## src/rtl/cmp_pkg.sv

```systemverilog
// Shared definitions for the serial magnitude comparator: FSM states,
// one-hot result encoding and the legal operand width range.
package cmp_pkg;

  localparam int unsigned WIDTH_MIN = 2;
  localparam int unsigned WIDTH_MAX = 32;
  localparam int unsigned RES_W     = 3;

  localparam logic [RES_W-1:0] RES_GT   = 3'b100;
  localparam logic [RES_W-1:0] RES_EQ   = 3'b010;
  localparam logic [RES_W-1:0] RES_LT   = 3'b001;
  localparam logic [RES_W-1:0] RES_NONE = 3'b000;

  typedef enum logic [1:0] {
    ST_IDLE = 2'd0,
    ST_SCAN = 2'd1,
    ST_DONE = 2'd2
  } cmp_state_e;

endpackage

```

## src/rtl/cmp_bit_cell.sv

```systemverilog
// Single-bit magnitude compare cell; exactly one of gt/eq/lt is high.
module cmp_bit_cell (
  input  logic a_bit,
  input  logic b_bit,
  output logic gt,
  output logic eq,
  output logic lt
);

  assign gt = a_bit & ~b_bit;
  assign lt = ~a_bit & b_bit;
  assign eq = ~(a_bit ^ b_bit);

endmodule

```

## src/rtl/serial_cmp_ctrl.sv

```systemverilog
// Bit-serial magnitude comparator: walks operands MSB first through one
// compare cell and returns a registered one-hot greater/equal/less result.
module serial_cmp_ctrl
  import cmp_pkg::*;
#(
  parameter int unsigned WIDTH      = 8,
  parameter bit          SIGNED     = 1'b0,
  parameter bit          EARLY_EXIT = 1'b1
) (
  input  logic             clk,
  input  logic             rst_n,
  input  logic             in_valid,
  output logic             in_ready,
  input  logic [WIDTH-1:0] a,
  input  logic [WIDTH-1:0] b,
  output logic             out_valid,
  input  logic             out_ready,
  output logic             greater,
  output logic             equal,
  output logic             less,
  output logic             busy
);

  localparam int unsigned      IDX_W   = $clog2(WIDTH);
  localparam logic [IDX_W-1:0] IDX_MSB = IDX_W'(WIDTH - 1);

  if (WIDTH < WIDTH_MIN || WIDTH > WIDTH_MAX) begin : g_bad_width
    $error("serial_cmp_ctrl: WIDTH must lie in 2..32");
  end

  cmp_state_e       state_q, state_d;
  logic [WIDTH-1:0] a_q, a_d, b_q, b_d;
  logic [IDX_W-1:0] idx_q, idx_d;
  logic             fixed_q, fixed_d;
  logic [RES_W-1:0] acc_q, acc_d;
  logic [RES_W-1:0] res_q, res_d;
  logic             in_ready_q, in_ready_d;
  logic             out_valid_q, out_valid_d;
  logic             busy_q, busy_d;

  logic             cell_gt, cell_eq, cell_lt;
  logic             sign_flip;
  logic [RES_W-1:0] bit_res;

  // Operands shift left each scan cycle, so the cell always sees bit idx at the MSB.
  cmp_bit_cell u_cell (
    .a_bit (a_q[WIDTH-1]),
    .b_bit (b_q[WIDTH-1]),
    .gt    (cell_gt),
    .eq    (cell_eq),
    .lt    (cell_lt)
  );

  // A set sign bit means negative, so the decision swaps at the MSB position.
  assign sign_flip = SIGNED && (idx_q == IDX_MSB);
  assign bit_res   = sign_flip ? {cell_lt, cell_eq, cell_gt} : {cell_gt, cell_eq, cell_lt};

  always_comb begin
    state_d = state_q;
    a_d     = a_q;
    b_d     = b_q;
    idx_d   = idx_q;
    fixed_d = fixed_q;
    acc_d   = acc_q;
    res_d   = res_q;

    case (state_q)
      ST_IDLE: begin
        if (in_valid && in_ready_q) begin
          a_d     = a;
          b_d     = b;
          idx_d   = IDX_MSB;
          fixed_d = 1'b0;
          acc_d   = RES_EQ;
          state_d = ST_SCAN;
        end
      end
      ST_SCAN: begin
        if (!fixed_q && !cell_eq) begin
          fixed_d = 1'b1;
          acc_d   = bit_res;
        end
        if ((fixed_d && EARLY_EXIT) || (idx_q == '0)) begin
          res_d   = acc_d;
          state_d = ST_DONE;
        end else begin
          idx_d = idx_q - IDX_W'(1);
          a_d   = a_q << 1;
          b_d   = b_q << 1;
        end
      end
      ST_DONE: begin
        if (out_ready) begin
          res_d   = RES_NONE;
          state_d = ST_IDLE;
        end
      end
      default: begin
        res_d   = RES_NONE;
        state_d = ST_IDLE;
      end
    endcase

    in_ready_d  = (state_d == ST_IDLE);
    out_valid_d = (state_d == ST_DONE);
    busy_d      = (state_d == ST_SCAN);
  end

  always_ff @(posedge clk or negedge rst_n) begin
    if (!rst_n) begin
      state_q     <= ST_IDLE;
      a_q         <= '0;
      b_q         <= '0;
      idx_q       <= '0;
      fixed_q     <= 1'b0;
      acc_q       <= RES_NONE;
      res_q       <= RES_NONE;
      in_ready_q  <= 1'b0;
      out_valid_q <= 1'b0;
      busy_q      <= 1'b0;
    end else begin
      state_q     <= state_d;
      a_q         <= a_d;
      b_q         <= b_d;
      idx_q       <= idx_d;
      fixed_q     <= fixed_d;
      acc_q       <= acc_d;
      res_q       <= res_d;
      in_ready_q  <= in_ready_d;
      out_valid_q <= out_valid_d;
      busy_q      <= busy_d;
    end
  end

  assign in_ready  = in_ready_q;
  assign out_valid = out_valid_q;
  assign busy      = busy_q;
  assign greater   = res_q[2];
  assign equal     = res_q[1];
  assign less      = res_q[0];

endmodule

```

## config.mk

```make
export PLATFORM = sky130hd
export DESIGN_NAME = serial_cmp_ctrl
export DESIGN_NICKNAME = d
export VERILOG_FILES = /design/src/rtl/cmp_pkg.sv /design/src/rtl/cmp_bit_cell.sv /design/src/rtl/serial_cmp_ctrl.sv
export SDC_FILE = /design/constraint.sdc
export NUM_CORES = 1
export LEC_CHECK = 0
export BUFFER_PORTS_ARGS = -buffer_cell sky130_fd_sc_hd__clkbuf_2
export CORE_ASPECT_RATIO = 0.75
export CORE_MARGIN = 4
export CORE_UTILIZATION = 40
export CTS_CLUSTER_SIZE = 40
export DETAILED_ROUTE_END_ITERATION = 12
export PLACE_DENSITY = 0.56
export SETUP_SLACK_MARGIN = 0.2
export SLEW_MARGIN = 10
export SYNTH_ARGS = -nofsm -noshare
export SYNTH_HDL_FRONTEND = slang
export SYNTH_HIERARCHICAL = 1
export SYNTH_SLANG_ARGS = --single-unit
```

## constraint.sdc

```tcl
create_clock -name clk -period 3 [get_ports clk]
set_input_delay 0.45 -clock clk [delete_from_list [all_inputs] [get_ports clk]]
set_output_delay 0.45 -clock clk [all_outputs]
set_load 0.05 [all_outputs]
```

After elaboration in Yosys (flattened, before gate mapping)

Cells that the tools add are included.

Logic and storage cells: 60
Bits in registers: 31
Bits of input ports: 20
Output and inout port bits: 6

Mux-type cells: 23
Add/sub/neg operators: 1
Bitwise gates (word level): 7
Eq/ne operators: 8
Reduce and logical (&&, ||, !) cells: 11

Operators by type and width:

| kind                                                                   | count |
|---|---|
| 8-bit 2-to-1 mux                                                       | 4 |
| 8-bit one-hot mux with 2 select lines                                  | 2 |
| 3-bit 2-to-1 mux                                                       | 6 |
| 3-bit one-hot mux with 2 select lines                                  | 2 |
| 3-bit one-hot mux with 3 select lines                                  | 1 |
| 2-bit != test (second input constant)                                  | 4 |
| 2-bit 2-to-1 mux                                                       | 3 |
| 2-bit one-hot mux with 3 select lines                                  | 1 |
| 3-bit AND reduction                                                    | 2 |
| 2-bit by 1-bit equality test with 1-bit output (second input constant) | 2 |
| 2-bit equality test (second input constant)                            | 2 |
| 2-bit zero test                                                        | 2 |
| 1-bit inverter                                                         | 4 |
| 3-bit zero test                                                        | 1 |
| 1-bit 2-to-1 mux                                                       | 3 |
| 3-bit by 1-bit subtractor with 3-bit output (second input constant)    | 1 |
| 1-bit AND                                                              | 2 |
| 1-bit logical AND                                                      | 2 |
| 1-bit one-hot mux with 2 select lines                                  | 1 |
| 2-bit AND reduction                                                    | 1 |
| 2-bit nonzero test                                                     | 1 |
| 1-bit zero test                                                        | 1 |
| 1-bit logical OR                                                       | 1 |
| 1-bit bitwise XOR                                                      | 1 |

Longest topological paths before layout

Gate-level depths: netlist of run 1.

Word-level depth: 8
Gate-level depth with buffers: 8
Mapped depth without buffers: 6

Hierarchy

The synthesis of run 1 kept the hierarchy.

Modules (own cells, without submodules):

| module          | seq. area each (µm²) | times used | cells each | area each (µm²) |
|---|---|---|---|---|
| serial_cmp_ctrl | 775.7                | 1          | 114        | 1510.2 |
| cmp_bit_cell    | 0.0                  | 1          | 4          | 32.5 |

Least setup slack after synthesis of run 1

Ideal clock, no wire load.

Kind: register to register
Start: register a_q[7]
End: register a_q[1]
Arrival: 1953 ps
Stages on the path, launching flop included: 8
Buffers on the path: 2
Library setup time: 125 ps
Required time: 2875 ps
Slack: 922 ps
Clock period less this slack: 2078 ps
Cell sequence: dfrtp_1 > inv_1 > ha_1 > or3b_1 > buf_6 > o21ai_4 > buf_12 > mux2_4

Word-level cells in the longest chain between the ends: 7

Ends and longest elaborated chain:

| element                              | RTL line               | source |
|---|---|---|
| from (decl)                          | serial_cmp_ctrl.sv:32  | `logic [WIDTH-1:0] a_q, a_d, b_q, b_d;` |
| from (signal assigned)               | serial_cmp_ctrl.sv:112 | `a_q <= '0;` |
| from (signal assigned)               | serial_cmp_ctrl.sv:123 | `a_q <= a_d;` |
| 1-bit bitwise XOR                    | cmp_bit_cell.sv:12     | `assign eq = ~(a_bit ^ b_bit);` |
| 1-bit logical AND                    | serial_cmp_ctrl.sv:79  | `if (!fixed_q && !cell_eq) begin` |
| 1-bit 2-to-1 mux                     | serial_cmp_ctrl.sv:79  |  |
| 1-bit 2-to-1 mux                     | serial_cmp_ctrl.sv:67  | `case (state_q)` |
| 1-bit logical OR                     | serial_cmp_ctrl.sv:83  | `if ((fixed_d && EARLY_EXIT) \|\| (idx_q == '0)) begin` |
| 2-bit != test (no source line)       | -                      |  |
| 3-bit AND reduction (no source line) | -                      |  |

Every way passes these cells. The select of a mux whose other input is x is not followed.
A chain may end at the register's enable or synchronous reset.

Worst setup path after layout of run 1

Start: register a_q[7]
End: register a_q[4]

The elaborated chain is that of the path after synthesis.

==> flow_summary.toml, run 1 <==
[status]
outcome = "finished clean"

[layout]
final_cell_mix = "31 x dfrtp_1, 25 x clkbuf_2, 24 x mux2_2"
antenna_cells = 0
final_common_cell = "dfrtp_1"
fillers = 358
nNetsFinal = 171
postLayoutCellArea_mm2 = 0.00179
area_growth_pct = 15.8
layout-drive-gt1-share_pct = 46.6

[floorplan]
dieArea_mm2 = 0.00492
core_mm2 = 0.00368
rows = 19
die_y_um = 61.8
ios = 26
start_util_pct = 41.9
chipWidth_um = 79.7

[yosys]
ys.flop_type = "dfrtp_1"
synth_seq_cells = 31
synth_top_family_by_area = "multiplexers"
seq_area_frac_synth_pct = 50.3
synth.cell_area_mm2 = 0.00154
avgSynthCellArea_um2 = 13.1
synth.distinct_cells = 24
synthMuxAreaShare_pct = 26.3
synth_fa_ha_area_share_pct = 3.24
synth_xor_area_share_pct = 0
synth_compound_area_share_pct = 8.27
synth_edf_count = 0
netlist_instances = 118
yosysWarningCount = 6
async_flop_share_pct = 100
synth-simple-area-share_pct = 7.95
synth_nets = 142

[critical_path]
reg2reg_from = "a_q[7]$_DFFE_PN0P_"
crit_type = "flop to flop"
r2r_end = "a_q[4]$_DFFE_PN0P_"
cp-start-kind = "flop"
crit_required_ps = 3170
r2r_cells = 5
arrival_ps = 2610
startpoint = "a_q[7]$_DFFE_PN0P_"
worstSetupEndpointType = "flop"
worstSetupEndpoint = "a_q[4]$_DFFE_PN0P_"
crit_fanout = 18
r2r_slack_ps = 550

[timing]
finalSetupViolCount = 0
final-max-slew-violation-count = 0
rsz0062_at_grt = "false"
worst_slew_pin_slew_ps = 755
hold_viol_final = 0
timing.final.crit_period_ps = 2450
setup_tns_ps = 0
timing.final.crit_share_pct = 81.5
clock_skew_ps = 3.76
slew_headroom_pct = 49.6
fmax_mhz = 409

[clock_tree]
cts_tree = "done"
cts_buffer_depth = 2
clock_latency_ps = 280
cts-buffers-inserted = 5
cts.reportedPaths.clkPinSlew_ps = 60
cts.repair.resized = 0
clock-sinks = 31
cts_setup_buffers = 0
root_buffer = "clkbuf_8"
postCtsHoldBufs = 0
htree_levels = 2

[global_route]
grt_max_degree = 32
grt_pass1_wl_um = 4540
grtUsageTotal_pct = 12.7
grt_pass1_vias = 996
grt-ovfl-total = 0
grt_antenna_before_repair = 0

[detailed_routing]
vias = 988
drtIter0Drc = 43
routed_via_density = 4.94
drc = 0
dr.pass1.iters = 4
drt.antenna.violating_nets = 0
wl_per_cell_um = 13.7
finalWirelength_um = 2740

[placement]
hpwl_um = 1970
placed_area_mm2 = 0.00171
io_buffers = 25
gp_congestion = 0.742

[job]
max_cap_viol_count = 0

[power_and_ir_drop]
p_per_area_mw_per_mm2 = 1070
p_leak_uw = 0.000840
ir_worst_vdd_uv = 334

[worst_hold_path]
holdCritPathClass = "input port to asynchronous set/reset pin"
-- worst max-delay path: stages (launching register included) --
cell     delay [ps]
dfrtp_1         380
inv_1            60
ha_1            380
or3b_1          490
o21ai_4         600
mux2_2          410
-- stage by stage --
| step | cells | setup WS (ps) | hold slack [ps] | total power [uW] | util, % |
|---|---|---|---|---|---|
| finish | 200 | 554 | 229 | 1910 | 48.5 |
| global route | 200 | 447 | 298 | 2040 | 48.5 |
| CTS | 200 | 559 | 251 | 1930 | 48.5 |
| detailed placement | 192 | 561 | 480 | 1610 | 46.3 |
| global placement | 192 | 645 | 475 | 1580 | 46.3 |
| floorplan | 118 | 922 | 154 | 1480 | - |
-- flip-flops by register name, summed over array words and instances (netlist names) --
register and flops:
res_q 3, state_q 2, out_valid 1, acc_q 3
b_q 8, busy 1, a_q 8, fixed_q 1
in_ready 1, idx_q 3
-- kinds of logic after synthesis --
| kind of cell | after synthesis |
|---|---|
| buffers and inverters | 10 |
| AND/OR/NAND/NOR | 22 |
| adder cells (fa/ha/maj) | 4 |
| flip-flops | 31 |
| multiplexers | 33 |
| AO/OA/AOI/OAI | 18 |
-- Yosys cell counts, drive strengths merged (2+ instances only) --
master,number,share of area [%]
o21a,2,0.97
o21ai,6,2.7
inv,5,1.2
mux2,33,26
nand2,8,1.9
clkbuf,3,0.73
a22o,4,2.3
dfrtp,31,50
a21oi,4,1.3
or3b,3,1.7
ha,4,3.2
nor2,6,1.5
buf,2,2.0
-- where the power goes --
part / leakage (uW) / switching, uW / internal [uW]
clock network: 0.0000422 / 146 / 162
logic: 0.000427 / 437 / 440
registers: 0.000371 / 119 / 605
-- metal layers --
metal | global-route usage, % | vias up | share of wire (%)
met2 | 19.9 | 22 | 44
li1 | - | 473 | -
met1 | 14.9 | 485 | 47
met3 | 4.90 | 8 | 6.0
met4 | 8.09 | 0 | 2.5
met5 | 0 | - | 0
-- how the worst min path moves through the flow --
stage	start	to	slack, ps
final	rst_n	res_q[1]$_DFFE_PN0P_	230
after global routing	rst_n	idx_q[1]$_DFFE_PN0P_	300
after global placement	res_q[1]$_DFFE_PN0P_	res_q[1]$_DFFE_PN0P_	480
after CTS	rst_n	res_q[1]$_DFFE_PN0P_	250
after floorplan	rst_n	a_q[0]$_DFFE_PN0P_	150
after detailed placement	res_q[1]$_DFFE_PN0P_	res_q[1]$_DFFE_PN0P_	480
-- area by class of cell --
type	instances	area [um^2]	area share, %
sequential	31	776	43.4
multi-input combinational	77	706	39.5
timing repair buffer	27	140	7.84
clock buffer	7	76.3	4.27
tap	52	65.1	3.64
inverter	5	18.8	1.05
clock inverter	1	5.00	0.280
Note: power is estimated with default switching activity, not from simulation.
==> run 2, diff against run 1 <==
==> constraint.sdc (replaced) <==
create_clock -name clk -period 2.6 [get_ports clk]
set_input_delay 0.39 -clock clk [delete_from_list [all_inputs] [get_ports clk]]
set_output_delay 0.39 -clock clk [all_outputs]
set_load 0.05 [all_outputs]
==> run 2 against run 1 <==
- first-iteration DRC count decreased by 40%
- critical path depth increased by 1
- critical path type unchanged
- sequential share of layout area decreased by 1.0 points
- design area increased by 2.5%
==> flow_summary.toml, run 2 (synthesis results as in run 1) <==
[status]
outcome = "finished clean"

[global_route]
grtUsageTotal_pct = 12.6
grt_pass1_wl_um = 4550
grt-ovfl-total = 0
grt_pass1_vias = 1000
grt_antenna_before_repair = 0
grt_max_degree = 32

[layout]
nNetsFinal = 172
antenna_cells = 0
layout-drive-gt1-share_pct = 48.3
largest_registers = "a_q x8, b_q x8"
final_cell_mix = "31 x dfrtp_1, 25 x clkbuf_2, 24 x mux2_2"
postLayoutCellArea_mm2 = 0.00183
area_growth_pct = 18.7
fillers = 346
final_common_cell = "dfrtp_1"

[timing]
fmax_mhz = 450
rsz0062_at_grt = "false"
hold_viol_final = 0
setup_tns_ps = 0
finalSetupViolCount = 0
worst_slew_pin_slew_ps = 770
timing.final.crit_period_ps = 2220
slew_headroom_pct = 48.7
clock_skew_ps = 7.91
final-max-slew-violation-count = 0
timing.final.crit_share_pct = 85.4

[floorplan]
die_y_um = 61.8
chipWidth_um = 79.7
rows = 19
ios = 26
core_mm2 = 0.00368
dieArea_mm2 = 0.00492
start_util_pct = 41.9

[clock_tree]
cts_buffer_depth = 2
htree_levels = 2
root_buffer = "clkbuf_8"
cts.reportedPaths.clkPinSlew_ps = 70
cts_setup_buffers = 0
cts.repair.resized = 0
clock-sinks = 31
postCtsHoldBufs = 0
cts-buffers-inserted = 5
clock_latency_ps = 280
cts_tree = "done"

[detailed_routing]
finalWirelength_um = 2620
routed_via_density = 4.87
vias = 979
dr.pass1.iters = 5
drtIter0Drc = 26
drc = 0
wl_per_cell_um = 13.0
drt.antenna.violating_nets = 0

[critical_path]
crit_fanout = 18
r2r_cells = 6
arrival_ps = 2380
crit_type = "flop to flop"
crit_required_ps = 2760
worstSetupEndpointType = "flop"
cp-start-kind = "flop"

[placement]
placed_area_mm2 = 0.00171
gp_congestion = 0.743
hpwl_um = 1870
io_buffers = 25

[power_and_ir_drop]
ir_worst_vdd_uv = 518
p_leak_uw = 0.000864
p_per_area_mw_per_mm2 = 1270

[worst_hold_path]
holdCritPathClass = "input port to asynchronous set/reset pin"

[job]
max_cap_viol_count = 0
## run 2: cell count changes in the layout (fill, tap and decap cells not counted)
cell | before | now
clkbuf_1 | 2 | 0
bufinv_16 | 0 | 1
clkbuf_8 | 5 | 6
buf_4 | 2 | 3
## run 2: area by class of cell
class	instances	area, um^2	area share, %
flip-flops and latches	31	776	42.4
multi-input cells	77	706	38.6
repair buffers	28	148	8.07
clock buffers	6	82.6	4.51
well taps	52	65.1	3.55
clock inverters	2	35.0	1.91
inverters	5	18.8	1.03
## run 2: power breakdown
group	total, uW	switching [uW]	internal, uW
logic	1010	491	516
registers	828	131	697
clock network	488	178	310
## run 2: worst paths after layout
check,endpoint,startpoint,slack (ps)
setup / recovery,b_q[7]$_DFFE_PN0P_,a_q[7]$_DFFE_PN0P_,380
hold / removal,res_q[1]$_DFFE_PN0P_,rst_n,180
setup reg to reg,b_q[7]$_DFFE_PN0P_,a_q[7]$_DFFE_PN0P_,380
hold reg to reg,res_q[1]$_DFFE_PN0P_,res_q[1]$_DFFE_PN0P_,500
max in group asynchronous,a_q[4]$_DFFE_PN0P_,rst_n,1930
min in group clk,a_q[0]$_DFFE_PN0P_,a[0],320
## run 2: critical path: stages, from the launching register on
cell and delay [ps]:
dfrtp_1 370, inv_1 50, ha_1 380, or3b_1 480, o21ai_4 150, buf_4 300, mux2_2 370
## run 2: per-stage QoR
stage | hold slack, ps | util (%) | std cells | setup WS (ps) | power (uW)
floorplan | 94.4 | - | 118 | 522 | 1710
global placement | 475 | 46.5 | 193 | 427 | 1830
detailed placement | 478 | 46.5 | 193 | 365 | 1860
CTS | 206 | 49.7 | 201 | 351 | 2360
global route | 231 | 49.7 | 201 | 252 | 2490
finish | 180 | 49.7 | 201 | 379 | 2320
## run 2: layer usage
metal | global-route usage (%) | part of all wire, %
met5 | 0 | 0
met4 | 7.35 | 1.8
met3 | 5.48 | 5.3
met2 | 19.4 | 46
met1 | 15.1 | 46
==> run 3, diff against run 2 <==
--- a/config.mk
+++ b/config.mk
@@ -7,7 +7,6 @@
 export LEC_CHECK = 0
 export BUFFER_PORTS_ARGS = -buffer_cell sky130_fd_sc_hd__clkbuf_2
 export CORE_ASPECT_RATIO = 0.75
-export CORE_MARGIN = 4
 export CORE_UTILIZATION = 40
 export CTS_CLUSTER_SIZE = 40
 export DETAILED_ROUTE_END_ITERATION = 12
==> run 3 against run 2 <==
- core utilization decreased by 0.98 points
- critical endpoint is now a_q[5]$_DFFE_PN0P_
- via count decreased by 1.4%
- clock power decreased by 27%
- fmax decreased by 0.53%
- worst hold slack got worse by 4.4 ps
- sequential share of layout area increased by 0.86 points
- sequential cell count unchanged
==> flow_summary.toml, run 3 (synthesis results as in run 1) <==
[status]
outcome = "finished clean"

[timing]
worst_slew_pin_slew_ps = 770
final-max-slew-violation-count = 0
timing.final.crit_share_pct = 85.9
finalSetupViolCount = 0
slew_headroom_pct = 48.6
rsz0062_at_grt = "false"
setup_tns_ps = 0
fmax_mhz = 448
hold_viol_final = 0
clock_skew_ps = 5.89
setup_slack_ps = 367
whs_ps = 175
timing.final.crit_period_ps = 2230

[floorplan]
dieArea_mm2 = 0.00411
start_util_pct = 41.9
core_mm2 = 0.00368
chipWidth_um = 73.7
rows = 19
die_y_um = 55.8
ios = 26

[layout]
largest_registers = "a_q x8, b_q x8"
layout-drive-gt1-share_pct = 47.0
nNetsFinal = 172
seq_area_um2 = 776
multi_input_area_um2 = 706
area_growth_pct = 16.3
antenna_cells = 0
final_cells = 201
final_cell_mix = "31 x dfrtp_1, 25 x clkbuf_2, 24 x mux2_2"
fillers = 343
final_util_pct = 48.7
final_common_cell = "dfrtp_1"

[placement]
place_ws_ps = 363
io_buffers = 25
gp_congestion = 0.768
hpwl_um = 1810
dp.cells = 193

[job]
max_cap_viol_count = 0

[global_route]
grt-ovfl-total = 0
grt_pass1_vias = 930
grt_pass1_wl_um = 4490
grt_antenna_before_repair = 0
grt_max_degree = 32
grtUsageTotal_pct = 15.1

[critical_path]
crit_fanout = 18
worstSetupEndpointType = "flop"
cp-start-kind = "flop"
critical_path_buf_inv_count = 2
path_delay_family = "simple AND/OR/NAND/NOR gates"
crit_type = "flop to flop"
arrival_ps = 2390
crit_required_ps = 2760
crit_path_max_incr_delay_ps = 480
cp_cell_sequence = "inv_1 > ha_1 > or3b_1 > o21ai_4 > buf_4 > mux2_2"
crit_slowest_cell = "or3b_1"

[detailed_routing]
routed_via_density = 4.80
wl_per_cell_um = 12.9
drt.antenna.violating_nets = 0
dr.pass1.iters = 4
vias = 965
drc = 0
finalWirelength_um = 2590
drtIter0Drc = 47

[clock_tree]
cts-buffers-inserted = 5
cts_buffer_depth = 2
postCtsHoldBufs = 0
cts.reportedPaths.clkPinSlew_ps = 60
cts_tree = "done"
cts_setup_buffers = 0
clock-sinks = 31
htree_levels = 2
cts.repair.resized = 0
clock_latency_ps = 280
root_buffer = "clkbuf_8"

[power_and_ir_drop]
p_per_area_mw_per_mm2 = 1230
p_leak_uw = 0.000846
ir_worst_vdd_uv = 486

[worst_hold_path]
holdCritPathClass = "input port to asynchronous set/reset pin"
## run 3: final timing paths
path,from,end,slack [ps],cells after the start
max,a_q[7]$_DFFE_PN0P_,a_q[5]$_DFFE_PN0P_,370,6
min,rst_n,busy$_DFF_PN0_,180,1
max reg2reg,a_q[7]$_DFFE_PN0P_,a_q[5]$_DFFE_PN0P_,370,6
min reg2reg,res_q[1]$_DFFE_PN0P_,res_q[1]$_DFFE_PN0P_,490,1
max in group asynchronous,rst_n,a_q[6]$_DFFE_PN0P_,1930,1
min in group clk,a[0],a_q[0]$_DFFE_PN0P_,320,3
## run 3: cell type report
cell class	count	area share (%)
multi-input cells	77	39.3
repair buffers	28	8.23
clock buffers	7	4.25
inverters	5	1.05
flip-flops and latches	31	43.2
well taps	52	3.63
clock inverters	1	0.279
## run 3: metal layers
metal / part of all wire [%] / vias to the layer above / track usage, % / wire length (um)
met3: 4.4 / 8 / 5.43 / 115
met1: 51 / 460 / 22.1 / 1320
li1: - / 475 / - / -
met5: 0 / - / 0 / 0
met2: 42 / 22 / 19.5 / 1090
met4: 2.0 / 0 / 7.42 / 51
## run 3: metrics by stage
step	total power [uW]	area, um^2
after detailed placement	1870	1710
after CTS	2230	1790
final	2200	1790
after global placement	1830	1710
after global routing	2370	1790
after floorplan	1710	1540
## run 3: where the power goes
group	leakage [uW]	internal [uW]	total (uW)	switching [uW]
combinational	0.000432	516	1020	501
sequential	0.000371	698	828	131
clock	0.0000422	187	357	170
